`src/rtl/reg_wb_if.sv`:
```
// Writeback-stage bus: exe/mem result inputs, register-file write port and pending mask.
// Optional forwarding lookup ports exist only when WB_BYPASS_EN is defined.
interface reg_wb_if;
    logic        exe_valid;
    logic [3:0]  exe_idx;
    logic [31:0] exe_data;
    logic        exe_ready;
    logic        mem_valid;
    logic [3:0]  mem_idx;
    logic [31:0] mem_data;
    logic        reg_write;
    logic [3:0]  wr_idx;
    logic [31:0] wr_data;
    logic [15:0] pend_mask;
`ifdef WB_BYPASS_EN
    logic [3:0]  fwd_idx1;
    logic [3:0]  fwd_idx2;
    logic [3:0]  fwd_idx3;
    logic        fwd_hit1;
    logic        fwd_hit2;
    logic        fwd_hit3;
    logic [31:0] fwd_data1;
    logic [31:0] fwd_data2;
    logic [31:0] fwd_data3;
`endif

    modport master (
        output exe_valid, exe_idx, exe_data, mem_valid, mem_idx, mem_data,
        input  exe_ready, reg_write, wr_idx, wr_data, pend_mask
`ifdef WB_BYPASS_EN
        ,
        output fwd_idx1, fwd_idx2, fwd_idx3,
        input  fwd_hit1, fwd_hit2, fwd_hit3, fwd_data1, fwd_data2, fwd_data3
`endif
    );

    modport slave (
        input  exe_valid, exe_idx, exe_data, mem_valid, mem_idx, mem_data,
        output exe_ready, reg_write, wr_idx, wr_data, pend_mask
`ifdef WB_BYPASS_EN
        ,
        input  fwd_idx1, fwd_idx2, fwd_idx3,
        output fwd_hit1, fwd_hit2, fwd_hit3, fwd_data1, fwd_data2, fwd_data3
`endif
    );
endinterface

```
`src/rtl/reg_wb_stage.sv`:
```
// Writeback stage: arbitrates mem/exe results onto the register-file write port, queueing exe.
// Define WB_BYPASS_EN to add three combinational forwarding lookups against pending writes.
module reg_wb_stage #(
    parameter int DEPTH = 2
) (
    input  logic     clk,
    input  logic     rst,
    reg_wb_if.slave  bus
);
    localparam int PTR_W = $clog2(DEPTH);
    localparam int CNT_W = $clog2(DEPTH + 1);
    localparam logic [PTR_W-1:0] PTR_LAST = PTR_W'(DEPTH - 1);

    logic [3:0]       fifo_idx_q  [DEPTH];
    logic [31:0]      fifo_data_q [DEPTH];
    logic [DEPTH-1:0] vld_q;
    logic [PTR_W-1:0] rd_ptr_q, rd_ptr_d;
    logic [PTR_W-1:0] wr_ptr_q, wr_ptr_d;
    logic [CNT_W-1:0] count_q, count_d;
    logic             reg_write_q, reg_write_d;
    logic [3:0]       wr_idx_q, wr_idx_d;
    logic [31:0]      wr_data_q, wr_data_d;

    logic exe_ready, exe_wr, mem_wr, fifo_ne, push, pop, bypass;

    // Results for r0 are accepted but never reach the FIFO or the write port.
    assign exe_ready = (count_q < CNT_W'(DEPTH));
    assign exe_wr    = bus.exe_valid && exe_ready && (bus.exe_idx != 4'd0);
    assign mem_wr    = bus.mem_valid && (bus.mem_idx != 4'd0);
    assign fifo_ne   = (count_q != '0);
    assign push      = exe_wr && (mem_wr || fifo_ne);
    assign pop       = !mem_wr && fifo_ne;
    assign bypass    = !mem_wr && !fifo_ne && exe_wr;

    always_comb begin
        reg_write_d = 1'b0;
        wr_idx_d    = wr_idx_q;
        wr_data_d   = wr_data_q;
        if (mem_wr) begin
            reg_write_d = 1'b1;
            wr_idx_d    = bus.mem_idx;
            wr_data_d   = bus.mem_data;
        end else if (pop) begin
            reg_write_d = 1'b1;
            wr_idx_d    = fifo_idx_q[rd_ptr_q];
            wr_data_d   = fifo_data_q[rd_ptr_q];
        end else if (bypass) begin
            reg_write_d = 1'b1;
            wr_idx_d    = bus.exe_idx;
            wr_data_d   = bus.exe_data;
        end
    end

    always_comb begin
        rd_ptr_d = rd_ptr_q;
        wr_ptr_d = wr_ptr_q;
        count_d  = count_q;
        if (pop)
            rd_ptr_d = (rd_ptr_q == PTR_LAST) ? '0 : rd_ptr_q + 1'b1;
        if (push)
            wr_ptr_d = (wr_ptr_q == PTR_LAST) ? '0 : wr_ptr_q + 1'b1;
        if (push && !pop)
            count_d = count_q + 1'b1;
        else if (pop && !push)
            count_d = count_q - 1'b1;
    end

    always_ff @(posedge clk) begin
        if (rst) begin
            reg_write_q <= 1'b0;
            wr_idx_q    <= 4'd0;
            wr_data_q   <= 32'd0;
            rd_ptr_q    <= '0;
            wr_ptr_q    <= '0;
            count_q     <= '0;
            vld_q       <= '0;
        end else begin
            reg_write_q <= reg_write_d;
            wr_idx_q    <= wr_idx_d;
            wr_data_q   <= wr_data_d;
            rd_ptr_q    <= rd_ptr_d;
            wr_ptr_q    <= wr_ptr_d;
            count_q     <= count_d;
            // Push and pop never share a slot: that needs an empty or a full FIFO.
            if (pop)
                vld_q[rd_ptr_q] <= 1'b0;
            if (push)
                vld_q[wr_ptr_q] <= 1'b1;
        end
    end

    always_ff @(posedge clk) begin
        if (push) begin
            fifo_idx_q[wr_ptr_q]  <= bus.exe_idx;
            fifo_data_q[wr_ptr_q] <= bus.exe_data;
        end
    end

    logic [15:0] slot_mask [DEPTH];
    logic [15:0] pend_mask;

    generate
        for (genvar gi = 0; gi < DEPTH; gi++) begin : g_slot
            assign slot_mask[gi] = vld_q[gi] ? (16'h0001 << fifo_idx_q[gi]) : 16'h0000;
        end
    endgenerate

    always_comb begin
        pend_mask = reg_write_q ? (16'h0001 << wr_idx_q) : 16'h0000;
        for (int k = 0; k < DEPTH; k++)
            pend_mask = pend_mask | slot_mask[k];
    end

    assign bus.exe_ready = exe_ready;
    assign bus.reg_write = reg_write_q;
    assign bus.wr_idx    = wr_idx_q;
    assign bus.wr_data   = wr_data_q;
    assign bus.pend_mask = pend_mask;

`ifdef WB_BYPASS_EN
    logic [3:0]  fwd_idx  [3];
    logic        fwd_hit  [3];
    logic [31:0] fwd_data [3];

    assign fwd_idx[0] = bus.fwd_idx1;
    assign fwd_idx[1] = bus.fwd_idx2;
    assign fwd_idx[2] = bus.fwd_idx3;

    generate
        for (genvar gi = 0; gi < 3; gi++) begin : g_fwd
            logic [PTR_W:0]   sum;
            logic [PTR_W-1:0] slot;

            // Scan oldest to youngest so the tail-most FIFO match overrides the write register.
            always_comb begin
                fwd_hit[gi]  = 1'b0;
                fwd_data[gi] = 32'd0;
                sum          = '0;
                slot         = '0;
                if (reg_write_q && (wr_idx_q == fwd_idx[gi])) begin
                    fwd_hit[gi]  = 1'b1;
                    fwd_data[gi] = wr_data_q;
                end
                for (int k = 0; k < DEPTH; k++) begin
                    sum = {1'b0, rd_ptr_q} + (PTR_W+1)'(k);
                    if (sum >= (PTR_W+1)'(DEPTH))
                        sum = sum - (PTR_W+1)'(DEPTH);
                    slot = sum[PTR_W-1:0];
                    if ((CNT_W'(k) < count_q) && (fifo_idx_q[slot] == fwd_idx[gi])) begin
                        fwd_hit[gi]  = 1'b1;
                        fwd_data[gi] = fifo_data_q[slot];
                    end
                end
                if (fwd_idx[gi] == 4'd0)
                    fwd_hit[gi] = 1'b0;
            end
        end
    endgenerate

    assign bus.fwd_hit1  = fwd_hit[0];
    assign bus.fwd_hit2  = fwd_hit[1];
    assign bus.fwd_hit3  = fwd_hit[2];
    assign bus.fwd_data1 = fwd_data[0];
    assign bus.fwd_data2 = fwd_data[1];
    assign bus.fwd_data3 = fwd_data[2];
`endif
endmodule

```
`src/flat_wrapper.sv`:
```
// flat-port wrapper written by rule: the top's interface ports become plain ports
module reg_wb_stage_flat 
#(
    parameter int DEPTH = 2
)
  (clk, rst, bus_exe_valid, bus_exe_idx, bus_exe_data, bus_mem_valid, bus_mem_idx, bus_mem_data, bus_exe_ready, bus_reg_write, bus_wr_idx, bus_wr_data, bus_pend_mask);
  reg_wb_if bus_i ();
  input  logic clk;
  input  logic rst;
  input wire logic [$bits(bus_i.exe_valid)-1:0] bus_exe_valid;
  input wire logic [$bits(bus_i.exe_idx)-1:0] bus_exe_idx;
  input wire logic [$bits(bus_i.exe_data)-1:0] bus_exe_data;
  input wire logic [$bits(bus_i.mem_valid)-1:0] bus_mem_valid;
  input wire logic [$bits(bus_i.mem_idx)-1:0] bus_mem_idx;
  input wire logic [$bits(bus_i.mem_data)-1:0] bus_mem_data;
  output wire logic [$bits(bus_i.exe_ready)-1:0] bus_exe_ready;
  output wire logic [$bits(bus_i.reg_write)-1:0] bus_reg_write;
  output wire logic [$bits(bus_i.wr_idx)-1:0] bus_wr_idx;
  output wire logic [$bits(bus_i.wr_data)-1:0] bus_wr_data;
  output wire logic [$bits(bus_i.pend_mask)-1:0] bus_pend_mask;
  assign bus_i.exe_valid = bus_exe_valid;
  assign bus_i.exe_idx = bus_exe_idx;
  assign bus_i.exe_data = bus_exe_data;
  assign bus_i.mem_valid = bus_mem_valid;
  assign bus_i.mem_idx = bus_mem_idx;
  assign bus_i.mem_data = bus_mem_data;
  assign bus_exe_ready = bus_i.exe_ready;
  assign bus_reg_write = bus_i.reg_write;
  assign bus_wr_idx = bus_i.wr_idx;
  assign bus_wr_data = bus_i.wr_data;
  assign bus_pend_mask = bus_i.pend_mask;
  reg_wb_stage #(.DEPTH(DEPTH)) u_core (.clk(clk), .rst(rst), .bus(bus_i));
endmodule
```
`config.mk`:
```
export PLATFORM = sky130hd
export DESIGN_NAME = reg_wb_stage_flat
export DESIGN_NICKNAME = d
export VERILOG_FILES = /design/src/rtl/reg_wb_if.sv /design/src/rtl/reg_wb_stage.sv /design/src/flat_wrapper.sv
export SDC_FILE = /design/constraint.sdc
export NUM_CORES = 1
export LEC_CHECK = 0
export BUFFER_PORTS_ARGS = -buffer_cell sky130_fd_sc_hd__buf_2
export CAP_MARGIN = 30
export CORE_MARGIN = 5
export CORE_UTILIZATION = 48
export CTS_CLUSTER_SIZE = 16
export DETAILED_ROUTE_END_ITERATION = 16
export PLACE_DENSITY = 0.82
export SETUP_SLACK_MARGIN = 0.3
export SYNTH_ARGS = -nofsm -noshare
export SYNTH_HDL_FRONTEND = slang
export SYNTH_SLANG_ARGS = --single-unit
export TNS_END_PERCENT = 20
```
`constraint.sdc`:
```
create_clock -name clk -period 1.99 [get_ports clk]
set_input_delay 0.0995 -clock clk [delete_from_list [all_inputs] [get_ports clk]]
set_output_delay 0.0995 -clock clk [all_outputs]
set_load 0.01 [all_outputs]
```
==> out/results.ini <==
[critical_path]
critPathSlowestCell = edfxtp_1
crit_fanout = 4
critPathArrivalTime_ns = 1.60
crit_type = reg -> out
r2r_slack_ns = 0.33
endpoint_kind = primary output
cp-start-kind = flop
crit_path_start = u_core.fifo_idx_q[1][1]
timing.rr.end = u_core.count_q[1]
r2r_start = u_core.count_q[1]
worstPathRequired_ns = 1.89
cp_cell_sequence = buf_4 > nor3b_4 > a32oi_1 > nand2_1 > buf_2
cpPeakStageDelay_ns = 0.40
crit_end = bus_pend_mask[5]
reg2reg_depth = 5

[synthesis]
synth_top_family_by_area = simple AND/OR/NAND/NOR gates
muxShareOfSynthArea_pct = 6.66
ys_warn_count = 0
synthAdderAreaFrac_pct = 0.231
synth_compound_area_share_pct = 9.43
synthFlopType = edfxtp_1
synth_async_sr_flop_share_pct = 0
synth.distinct_cells = 37
syn_avg_cell_area_um2 = 12.4
netlist_instances = 435
yosysSeqAreaShare_pct = 56.2
synth_fp_nets = 512
synth-simple-area-share_pct = 23.4
ys_seq_elements = 116
synthXorXnorAreaFrac_pct = 0.485
netlist_area_um2 = 5410
synth_edf_count = 72

[sta]
relSlewSlack_pct = 59.5
finalSetupViolCount = 0
finalMaxSlewViolations = 0
skew_ns = 0.00962
rsz0062_at_grt = yes
fin_crit_sh_pct = 85.6
fmax_mhz = 587
finalHoldViolations = 0
finalCriticalPeriod_ns = 1.70
tns_ns = 0
tightest_slew_ns = 0.608

[final_layout]
nFillCells = 784
fin_util_pct = 67.7
drive_gt1_share_pct = 43.6
area_growth_pct = 36.7
final_nets = 690

[global_route]
grt_max_degree = 31
overflow = 0
antenna_found_initial = 1
grt.total_usage_pct = 21.5
grt_pass1_wl_um = 22400
grt_pass1_vias = 4355

[outcome]
status = finished, final reports clean

[hold_path]
min_path_cells = 3
hold_class = in -> reg

[placement]
place_hpwl_um = 9270
portBuffers = 129
gp_congestion = 0.934

[die]
initial_core_util_pct = 49.5
coreArea_um2 = 10900
row_count = 38
io-pin-count = 130
dieArea_um2 = 13500
die_y_um = 116
die_x_um = 116

[routing]
viasPerCell = 5.69
drc = 0
routedWlPerCell_um = 18.8
first_pass_iters = 5
wl_um = 14400
postRouteAntennaNets = 0
drt-initial-drc-count = 398
vias = 4361

[clock_network]
cts_max_level = 4
cts.sinks = 116
cts_tree = yes
clkTransAtPathRegs_ns = 0.05
clockRootBuffer = clkbuf_16
cts-buffers-inserted = 17
clock_path_buffers = 2
clock_latency_ns = 0.41

[pwr]
cellPowerDensity_nw_per_um2 = 1230
p_leak_nw = 2.83
vdd.ir_drop.worst_mv = 0.657
totalPowerFinal_mw = 9.09

[run]
maxCapViolCount = 0

## logic make-up after synthesis
group                      Yosys count
xor gates and xnor gates             3
buffers and inverters               32
DFF                                116
AOI/OAI and AO/OA                   59
adders and majority gates            1
and+or+nand+nor                    188
muxes                               36
## per-stage QoR
| step | instance area [um^2] | cells | hold WS (ns) | setup WS, ns |
|---|---|---|---|---|
| after global routing | 7400 | 767 | 0.0215 | 0.221 |
| after CTS | 7260 | 760 | 0.0113 | 0.260 |
| final | 7400 | 767 | 0.0279 | 0.286 |
| after global placement | 6230 | 692 | 0.317 | 0.247 |
| after detailed placement | 6230 | 692 | 0.324 | 0.146 |
| after floorplan | 5410 | 435 | 0.198 | 0.0402 |
## cell usage in the layout (no fill, tap or decap), types with 3 or more instances in the layout
cell and n:
nor2_4 30, a22oi_1 9, nor2b_2 5, clkinv_1 3
nor2_1 13, nor2_2 4, bufinv_16 5, buf_2 129
nand2_1 33, clkbuf_16 17, dfxtp_1 40, nand3_1 46
a22oi_2 3, clkinvlp_4 5, nor3_2 30, mux2i_1 36
edfxtp_1 72, buf_4 18, a32oi_1 6, buf_12 3
o221ai_1 32, dlygate4sd3_1 36, a21oi_1 3, xor2_1 3
nor3_1 6, or3_1 5, dfxtp_2 4
## cell usage after synthesis, types with 5 or more instances
| library cell | count | area (um^2) |
|---|---|---|
| edfxtp_1 | 72 | 2160 |
| nand2_1 | 33 | 124 |
| nor3_1 | 6 | 30.0 |
| o221ai_1 | 32 | 280 |
| dfxtp_1 | 44 | 881 |
| a22oi_1 | 12 | 90.1 |
| buf_2 | 11 | 55.1 |
| nor2_4 | 30 | 338 |
| clkbuf_1 | 11 | 41.3 |
| a32oi_1 | 6 | 52.6 |
| nor2b_1 | 6 | 37.5 |
| nor2_1 | 17 | 63.8 |
| nand3_1 | 46 | 230 |
| mux2i_1 | 36 | 360 |
| nor3_2 | 30 | 300 |
| or3_1 | 5 | 31.3 |
## how the worst min path moves through the flow
| stage | endpoint | slack [ns] | start |
|---|---|---|---|
| floorplan | u_core.fifo_data_q[0][0] | 0.20 | bus_exe_data[0] |
| global placement | u_core.fifo_data_q[1][31] | 0.32 | bus_exe_data[31] |
| detailed placement | u_core.fifo_data_q[1][31] | 0.32 | bus_exe_data[31] |
| CTS | u_core.bus.wr_idx[2] | 0.01 | bus_mem_idx[2] |
| global route | u_core.bus.wr_idx[2] | 0.02 | bus_mem_idx[2] |
| finish | u_core.bus.wr_idx[2] | 0.03 | bus_mem_idx[2] |
## sequential cells by signal, summed over array words and instances (netlist names), named ones only
| signal | count |
|---|---|
| u_core.fifo_data_q | 64 |
| u_core.bus.reg_write | 1 |
| u_core.bus.wr_data | 32 |
| u_core.wr_ptr_q | 1 |
| u_core.vld_q | 2 |
| u_core.count_q | 2 |
| u_core.bus.wr_idx | 4 |
| u_core.fifo_idx_q | 8 |
| u_core.rd_ptr_q | 1 |
## per-layer routing
layer  track usage, %  up-vias  share of wire (%)  wire [um]
met4             7.19        0                1.4        207
li1                 -     2026                  -          -
met5                0        -                  0          0
met3             6.01       22                8.8       1270
met2             36.6      217                 50       7180
met1             26.6     2096                 40       5790
## where the power goes
part           leakage [nW]  internal, mW  total [mW]  switching, mW
sequential             1.03          2.97        3.20          0.239
clock                 0.299          2.24        3.30           1.06
combinational          1.50          1.06        2.58           1.52
total                  2.83          6.27        9.09           2.82
## critical path: cells and delay by family, from the launching register on
family / cells / cell delay, ns
compound gates: 1 / 0.15
buf+inv: 2 / 0.31
flops: 1 / 0.40
simple gates: 2 / 0.35
## layout make-up
type	instances	area (um^2)	share of cell area, %
clock inverters	14	209	2.82
diodes	1	2.50	0.0338
clock buffers	18	439	5.94
well taps	140	175	2.37
inverters	3	11.3	0.152
multi-input cells	287	2290	31.0
repair buffers	188	1220	16.5
flip-flops and latches	116	3050	41.2
## repair_timing
item | CTS | global route
gates resized for setup | 5 | 26
setup endpoints to repair | 11 | 88
pin swaps | 0 | 6
buffers inserted | 0 | 6
hold endpoints to repair | 100 | 0
gates cloned | 0 | 0
hold buffers | 36 | 0
No activity file was read; power rests on OpenSTA's default activity.
